[src/rtl/vga_timing_pkg.sv]
// Shared raster timing for the VGA pixel path: default 640x480@60 numbers,
// window helpers and the pixel position type.
package vga_timing_pkg;

  localparam int DEF_H_VIS  = 640;
  localparam int DEF_H_FP   = 16;
  localparam int DEF_H_SYNC = 96;
  localparam int DEF_H_BP   = 48;
  localparam int DEF_V_VIS  = 480;
  localparam int DEF_V_FP   = 10;
  localparam int DEF_V_SYNC = 2;
  localparam int DEF_V_BP   = 33;

  localparam int POS_W = 12;

  typedef struct packed {
    logic [POS_W-1:0] x;
    logic [POS_W-1:0] y;
  } pix_pos_t;

  function automatic int axis_total(int vis, int fp, int sync, int bp);
    return vis + fp + sync + bp;
  endfunction

  // Sync window is [vis+fp, vis+fp+sync) on either axis.
  function automatic int sync_start(int vis, int fp);
    return vis + fp;
  endfunction

  function automatic int sync_end(int vis, int fp, int sync);
    return vis + fp + sync;
  endfunction

  localparam int DEF_H_TOT        = axis_total(DEF_H_VIS, DEF_H_FP, DEF_H_SYNC, DEF_H_BP);
  localparam int DEF_V_TOT        = axis_total(DEF_V_VIS, DEF_V_FP, DEF_V_SYNC, DEF_V_BP);
  localparam int DEF_H_SYNC_START = sync_start(DEF_H_VIS, DEF_H_FP);
  localparam int DEF_H_SYNC_END   = sync_end(DEF_H_VIS, DEF_H_FP, DEF_H_SYNC);
  localparam int DEF_V_SYNC_START = sync_start(DEF_V_VIS, DEF_V_FP);
  localparam int DEF_V_SYNC_END   = sync_end(DEF_V_VIS, DEF_V_FP, DEF_V_SYNC);

endpackage

[src/rtl/vga_axis_cnt.sv]
// One raster axis: a wrapping position counter plus combinational decode of
// the visible region and the sync window (driven at its POL level when active).
module vga_axis_cnt
  import vga_timing_pkg::*;
#(
  parameter int   VIS  = DEF_H_VIS,
  parameter int   FP   = DEF_H_FP,
  parameter int   SYNC = DEF_H_SYNC,
  parameter int   BP   = DEF_H_BP,
  parameter logic POL  = 1'b0,
  localparam int  TOT  = axis_total(VIS, FP, SYNC, BP),
  localparam int  CW   = $clog2(TOT)
) (
  input  logic          clk_i,
  input  logic          rst_i,
  input  logic          en_i,
  input  logic          inc_i,
  output logic [CW-1:0] cnt_o,
  output logic          wrap_o,
  output logic          vis_o,
  output logic          sync_o
);

  localparam int S_START = sync_start(VIS, FP);
  localparam int S_END   = sync_end(VIS, FP, SYNC);

  logic [CW-1:0] cnt_q, cnt_d;
  int            cnt_w;

  assign cnt_w  = int'(cnt_q);
  assign wrap_o = en_i && inc_i && (cnt_w == TOT - 1);
  assign vis_o  = cnt_w < VIS;
  assign sync_o = (cnt_w >= S_START && cnt_w < S_END) ? POL : ~POL;
  assign cnt_o  = cnt_q;

  // A disabled axis parks at 0 so the next enabled cycle decodes the origin.
  always_comb begin
    cnt_d = cnt_q;
    if (!en_i || wrap_o) begin
      cnt_d = '0;
    end else if (inc_i) begin
      cnt_d = cnt_q + CW'(1);
    end
  end

  always_ff @(posedge clk_i or posedge rst_i) begin
    if (rst_i) begin
      cnt_q <= '0;
    end else begin
      cnt_q <= cnt_d;
    end
  end

endmodule

[src/rtl/vga_pix_gen.sv]
// VGA pixel-timing source: raster position, syncs, display enable, line/frame
// strobes and a completed-frame counter, all registered and mutually aligned.
module vga_pix_gen
  import vga_timing_pkg::*;
#(
  parameter int   PIX_X_W = 12,
  parameter int   PIX_Y_W = 12,
  parameter int   H_VIS   = DEF_H_VIS,
  parameter int   H_FP    = DEF_H_FP,
  parameter int   H_SYNC  = DEF_H_SYNC,
  parameter int   H_BP    = DEF_H_BP,
  parameter int   V_VIS   = DEF_V_VIS,
  parameter int   V_FP    = DEF_V_FP,
  parameter int   V_SYNC  = DEF_V_SYNC,
  parameter int   V_BP    = DEF_V_BP,
  parameter logic HS_POL  = 1'b0,
  parameter logic VS_POL  = 1'b0,
  parameter int   FCNT_W  = 16
) (
  input  logic               clk_25_i,
  input  logic               rst_i,
  input  logic               en_i,
  output logic [PIX_X_W-1:0] pix_x_o,
  output logic [PIX_Y_W-1:0] pix_y_o,
  output logic               pix_hs_o,
  output logic               pix_vs_o,
  output logic               pix_de_o,
  output logic               line_start_o,
  output logic               frame_start_o,
  output logic [FCNT_W-1:0]  frame_cnt_o
);

  localparam int HCW = $clog2(axis_total(H_VIS, H_FP, H_SYNC, H_BP));
  localparam int VCW = $clog2(axis_total(V_VIS, V_FP, V_SYNC, V_BP));

  if (PIX_X_W < $clog2(H_VIS) || PIX_Y_W < $clog2(V_VIS) ||
      POS_W < $clog2(H_VIS) || POS_W < $clog2(V_VIS)) begin : g_width_err
    $error("vga_pix_gen: pixel position width too small for the visible raster");
  end

  logic [HCW-1:0] h_cnt;
  logic [VCW-1:0] v_cnt;
  logic           h_wrap, h_vis, h_sync;
  logic           v_wrap, v_vis, v_sync;

  vga_axis_cnt #(
    .VIS(H_VIS), .FP(H_FP), .SYNC(H_SYNC), .BP(H_BP), .POL(HS_POL)
  ) u_h_cnt (
    .clk_i(clk_25_i), .rst_i(rst_i), .en_i(en_i), .inc_i(1'b1),
    .cnt_o(h_cnt), .wrap_o(h_wrap), .vis_o(h_vis), .sync_o(h_sync)
  );

  vga_axis_cnt #(
    .VIS(V_VIS), .FP(V_FP), .SYNC(V_SYNC), .BP(V_BP), .POL(VS_POL)
  ) u_v_cnt (
    .clk_i(clk_25_i), .rst_i(rst_i), .en_i(en_i), .inc_i(h_wrap),
    .cnt_o(v_cnt), .wrap_o(v_wrap), .vis_o(v_vis), .sync_o(v_sync)
  );

  pix_pos_t          pos_q, pos_d;
  logic              hs_q, hs_d, vs_q, vs_d, de_q, de_d;
  logic              line_start_q, line_start_d, frame_start_q, frame_start_d;
  logic [FCNT_W-1:0] frame_cnt_q, frame_cnt_d;
  logic              frame_done_q, frame_done_d;

  // frame_done marks that the raster ran through the last pixel of a frame,
  // so only fully drawn frames are counted at the following frame start.
  always_comb begin
    pos_d         = '0;
    hs_d          = ~HS_POL;
    vs_d          = ~VS_POL;
    de_d          = 1'b0;
    line_start_d  = 1'b0;
    frame_start_d = 1'b0;
    frame_cnt_d   = frame_cnt_q;
    frame_done_d  = 1'b0;
    if (en_i) begin
      de_d          = h_vis && v_vis;
      pos_d.x       = de_d  ? POS_W'(h_cnt) : '0;
      pos_d.y       = v_vis ? POS_W'(v_cnt) : '0;
      hs_d          = h_sync;
      vs_d          = v_sync;
      line_start_d  = (h_cnt == '0);
      frame_start_d = (h_cnt == '0) && (v_cnt == '0);
      frame_done_d  = frame_done_q && !frame_start_d;
      if (frame_start_d && frame_done_q) begin
        frame_cnt_d = frame_cnt_q + FCNT_W'(1);
      end
      if (v_wrap) begin
        frame_done_d = 1'b1;
      end
    end
  end

  always_ff @(posedge clk_25_i or posedge rst_i) begin
    if (rst_i) begin
      pos_q         <= '0;
      hs_q          <= ~HS_POL;
      vs_q          <= ~VS_POL;
      de_q          <= 1'b0;
      line_start_q  <= 1'b0;
      frame_start_q <= 1'b0;
      frame_cnt_q   <= '0;
      frame_done_q  <= 1'b0;
    end else begin
      pos_q         <= pos_d;
      hs_q          <= hs_d;
      vs_q          <= vs_d;
      de_q          <= de_d;
      line_start_q  <= line_start_d;
      frame_start_q <= frame_start_d;
      frame_cnt_q   <= frame_cnt_d;
      frame_done_q  <= frame_done_d;
    end
  end

  assign pix_x_o       = PIX_X_W'(pos_q.x);
  assign pix_y_o       = PIX_Y_W'(pos_q.y);
  assign pix_hs_o      = hs_q;
  assign pix_vs_o      = vs_q;
  assign pix_de_o      = de_q;
  assign line_start_o  = line_start_q;
  assign frame_start_o = frame_start_q;
  assign frame_cnt_o   = frame_cnt_q;

endmodule

[config.mk]
export PLATFORM = sky130hd
export DESIGN_NAME = vga_pix_gen
export DESIGN_NICKNAME = d
export VERILOG_FILES = /design/src/rtl/vga_timing_pkg.sv /design/src/rtl/vga_axis_cnt.sv /design/src/rtl/vga_pix_gen.sv
export SDC_FILE = /design/constraint.sdc
export NUM_CORES = 1
export LEC_CHECK = 0
export CAP_MARGIN = 20
export CORE_AREA = 4 4 76 78
export DETAILED_ROUTE_END_ITERATION = 16
export DIE_AREA = 0 0 80 82
export GPL_TIMING_DRIVEN = 0
export HOLD_SLACK_MARGIN = 0.03
export PLACE_DENSITY = 0.82
export SKIP_CTS_REPAIR_TIMING = 1
export SYNTH_ARGS = -nofsm -noshare
export SYNTH_HDL_FRONTEND = slang
export SYNTH_SLANG_ARGS = --single-unit
export TNS_END_PERCENT = 10
[constraint.sdc]
create_clock -name clk_25_i -period 4.2 [get_ports clk_25_i]
set_input_delay 0.63 -clock clk_25_i [delete_from_list [all_inputs] [get_ports clk_25_i]]
set_output_delay 0.63 -clock clk_25_i [all_outputs]
set_load 0.01 [all_outputs]
==> summary.txt <==
status -> finished, final reports clean
layout cells sized above 1 -> 10.19%
Crit. End Element -> register
port bufs -> 43
worst rel slew slack -> 63.34%
Root Driver -> clkbuf_8
Reg clk slew, reported paths -> 0.06 ns
worst vdd ir -> 0.1735 mV
min-delay worst type -> reg -> reg
cell area after layout -> 3502 sq um
starting density of the core -> 54.81%
clock share of power -> 40.3%
Core Rows -> 26
Placed Area -> 3334 sq um
worst-path fanout max -> 10
TNS Setup -> 0 ns
CTS max path bufs -> 2
n_diodes -> 0
Seq cells post-synth -> 62
Initial DRC Count -> 115
clk_lat worst skew -> 0.34 ns
crit path cell chain -> clkdlybuf4s50_1 -> inv_1 -> nor2_1 -> and3_1 -> clkbuf_1 -> and2_1
Setup violations, final -> 0
largest net degree at the start of global routing -> 38
DP HPWL -> 4149 um
endpoints failing hold -> 0
worst slew pin tran -> 0.5491 ns
Yosys top cell area share -> 53.98%
CP arrival -> 2.58 ns
Lkg Pwr -> 0.001616 uW
DRC viols -> 0
Layout Nets -> 327
Seq pwr share -> 54.4%
Die Span Y -> 82 um
global-route wire length before repair -> 10050 um
WS Path Type -> in -> reg
switching power -> 268.1 uW
vias in the first global route -> 2164
via count -> 2073
TritonRoute pass-1 iters -> 5
GPL Wtd Cong -> 0.8181
register area share after synthesis -> 55.87%
crit share post-route -> 54.96%
switching share of power -> 23.83%
Slew Viols, Final -> 0
Worst Clk Skew -> 0.004232 ns
Reg2Reg Depth -> 6
core area -> 5075 sq um
chip width -> 80 um
Syn. warnings -> 0
ANT nets after route -> 0
Syn Inst Count -> 260
gr ovfl total -> 0
initial antenna violation count -> 0
Internal -> 856.7 uW
Yosys cell types -> 40
drt total wl -> 5870 um
RSZ-0062 raised after global routing -> no
Fmax -> 433.2 MHz
Total GRT Usage -> 20.49%
wire per inst -> 14.90 um
Worst Hold Depth -> 1
CP max stage delay -> 0.62 ns
cts bufs inserted -> 9
# clock sinks -> 62
max_cap viols -> 0
TritonCTS clock tree -> done
DR vias/cell -> 5.261
WHS -> 0.4628 ns
Layout area overhead -> 25.91%
Required @ worst endpoint -> 4.47 ns
H-tree depth -> 3
Startpoint Class -> primary input
Syn Std Cell Area -> 2781 sq um
Worst path slowest cell -> clkdlybuf4s50_1
Comb power frac -> 5.4%
PD cells -> 321.2 nW/um^2
IO Count -> 48
Post-Syn Area per Cell -> 10.70 sq um
fillers -> 399
Synth area leaders -> dfrtp_1, xor2_1, nor2_1
Tmin final -> 2.308 ns
Yosys top cell by area -> dfrtp_1
die area -> 6560 sq um
[cell families (layout without fill, tap and decap cells)]
logic type / after synthesis / count (layout) / share of synthesized area [%]
XOR/XNOR: 25 / 25 / 7.872
AO/OA/AOI/OAI: 14 / 14 / 2.924
AND/OR/NAND/NOR: 131 / 131 / 26.45
multiplexers: 3 / 3 / 1.125
flip-flops: 62 / 62 / 55.87
buffers and inverters: 19 / 79 / 3.374
adder cells (fa/ha/maj): 5 / 5 / 2.249
other: 1 / 5 / 0.1348
[per-stage QoR]
stage          setup slack [ns]  instances  utilization (%)  power [uW]
2_1_floorplan             2.032        264                -       657.8
4_1_cts                   1.939        394            69.01        1135
6_report                  1.892        394            69.01        1125
5_1_grt                   1.784        394            69.01        1177
3_3_place_gp              1.062        377            65.31       679.3
3_5_place_dp              1.580        378            65.71       683.7
[cell type report]
type,instances,area [sq um],area share (%)
inverters,7,26.28,0.7503
multi-input cells,183,1149,32.80
flip-flops and latches,62,1554,44.37
repair buffers,44,450.4,12.86
plain buffers,12,67.56,1.929
clock buffers,12,145.1,4.144
well taps,70,87.58,2.501
clock inverters,4,22.52,0.6431
[routing by layer]
metal  global-route usage, %  vias to the layer above  share of wire (%)
li1                        -                      991                  -
met1                   23.70                     1018                 41
met2                   35.18                       52                 52
met3                   4.934                       12                5.2
met4                   10.98                        0                2.4
met5                       0                        -                  0
[flip-flops by register name (all words and copies together) (netlist names)]
signal / flops
frame_start_o: 1
frame_done_q: 1
pix_x_o: 10
u_v_cnt.cnt_o: 10
u_h_cnt.cnt_o: 10
frame_cnt_o: 16
pix_vs_o: 1
pix_y_o: 10
pix_hs_o: 1
pix_de_o: 1
line_start_o: 1
[cells in the mapped netlist (all sizes together)]
| master | number |
|---|---|
| xor2 | 17 |
| o21ai | 3 |
| a31oi | 1 |
| nand4 | 7 |
| dfrtp | 60 |
| and3 | 11 |
| mux2 | 1 |
| or3 | 1 |
| conb | 1 |
| a21oi | 6 |
| a22oi | 2 |
| or4 | 2 |
| nor3 | 14 |
| nor4 | 6 |
| dfstp | 2 |
| o211ai | 1 |
| nand2b | 2 |
| clkbuf | 6 |
| nor2 | 36 |
| and4 | 2 |
| nand2 | 20 |
| o31ai | 1 |
| or2 | 1 |
| and2 | 11 |
| buf | 6 |
| nor3b | 2 |
| ha | 5 |
| inv | 7 |
| and4b | 1 |
| mux2i | 2 |
| nand3 | 15 |
| xnor2 | 8 |
[placed cells by master, fill, tap and decap left out, drive strengths merged, types with 11 or more instances in the layout]
cell	count
nor2	36
and3	11
clkbuf	18
and2	11
dfrtp	60
nand3	15
nand2	20
clkdlybuf4s50	43
xor2	17
nor3	14
[critical path: cells and delay by family]
family,cells,cell delay [ns]
AND/OR/NAND/NOR,3,0.86
buffers and inverters,3,1.09
[worst paths after layout]
path,slack (ns),from,end
max reg2reg,2.09,u_h_cnt.cnt_o[0],u_h_cnt.cnt_o[9]
max,1.89,en_i,pix_x_o[2]
max in group asynchronous,2.90,rst_i,pix_vs_o
min in group asynchronous,0.66,rst_i,frame_cnt_o[0]
min,0.46,frame_cnt_o[15],frame_cnt_o[15]
min reg2reg,0.46,frame_cnt_o[15],frame_cnt_o[15]
[power by group through the flow]
stage	Combinational [uW]	Sequential (uW)	Clock, uW
6_report	60.3	612	453
5_1_grt	68.4	612	496
4_1_cts	61.2	612	463
3_5_place_dp	60.9	623	0
3_3_place_gp	56.8	622	0
2_1_floorplan	33.8	624	0
(Power assumes the default switching activity.)
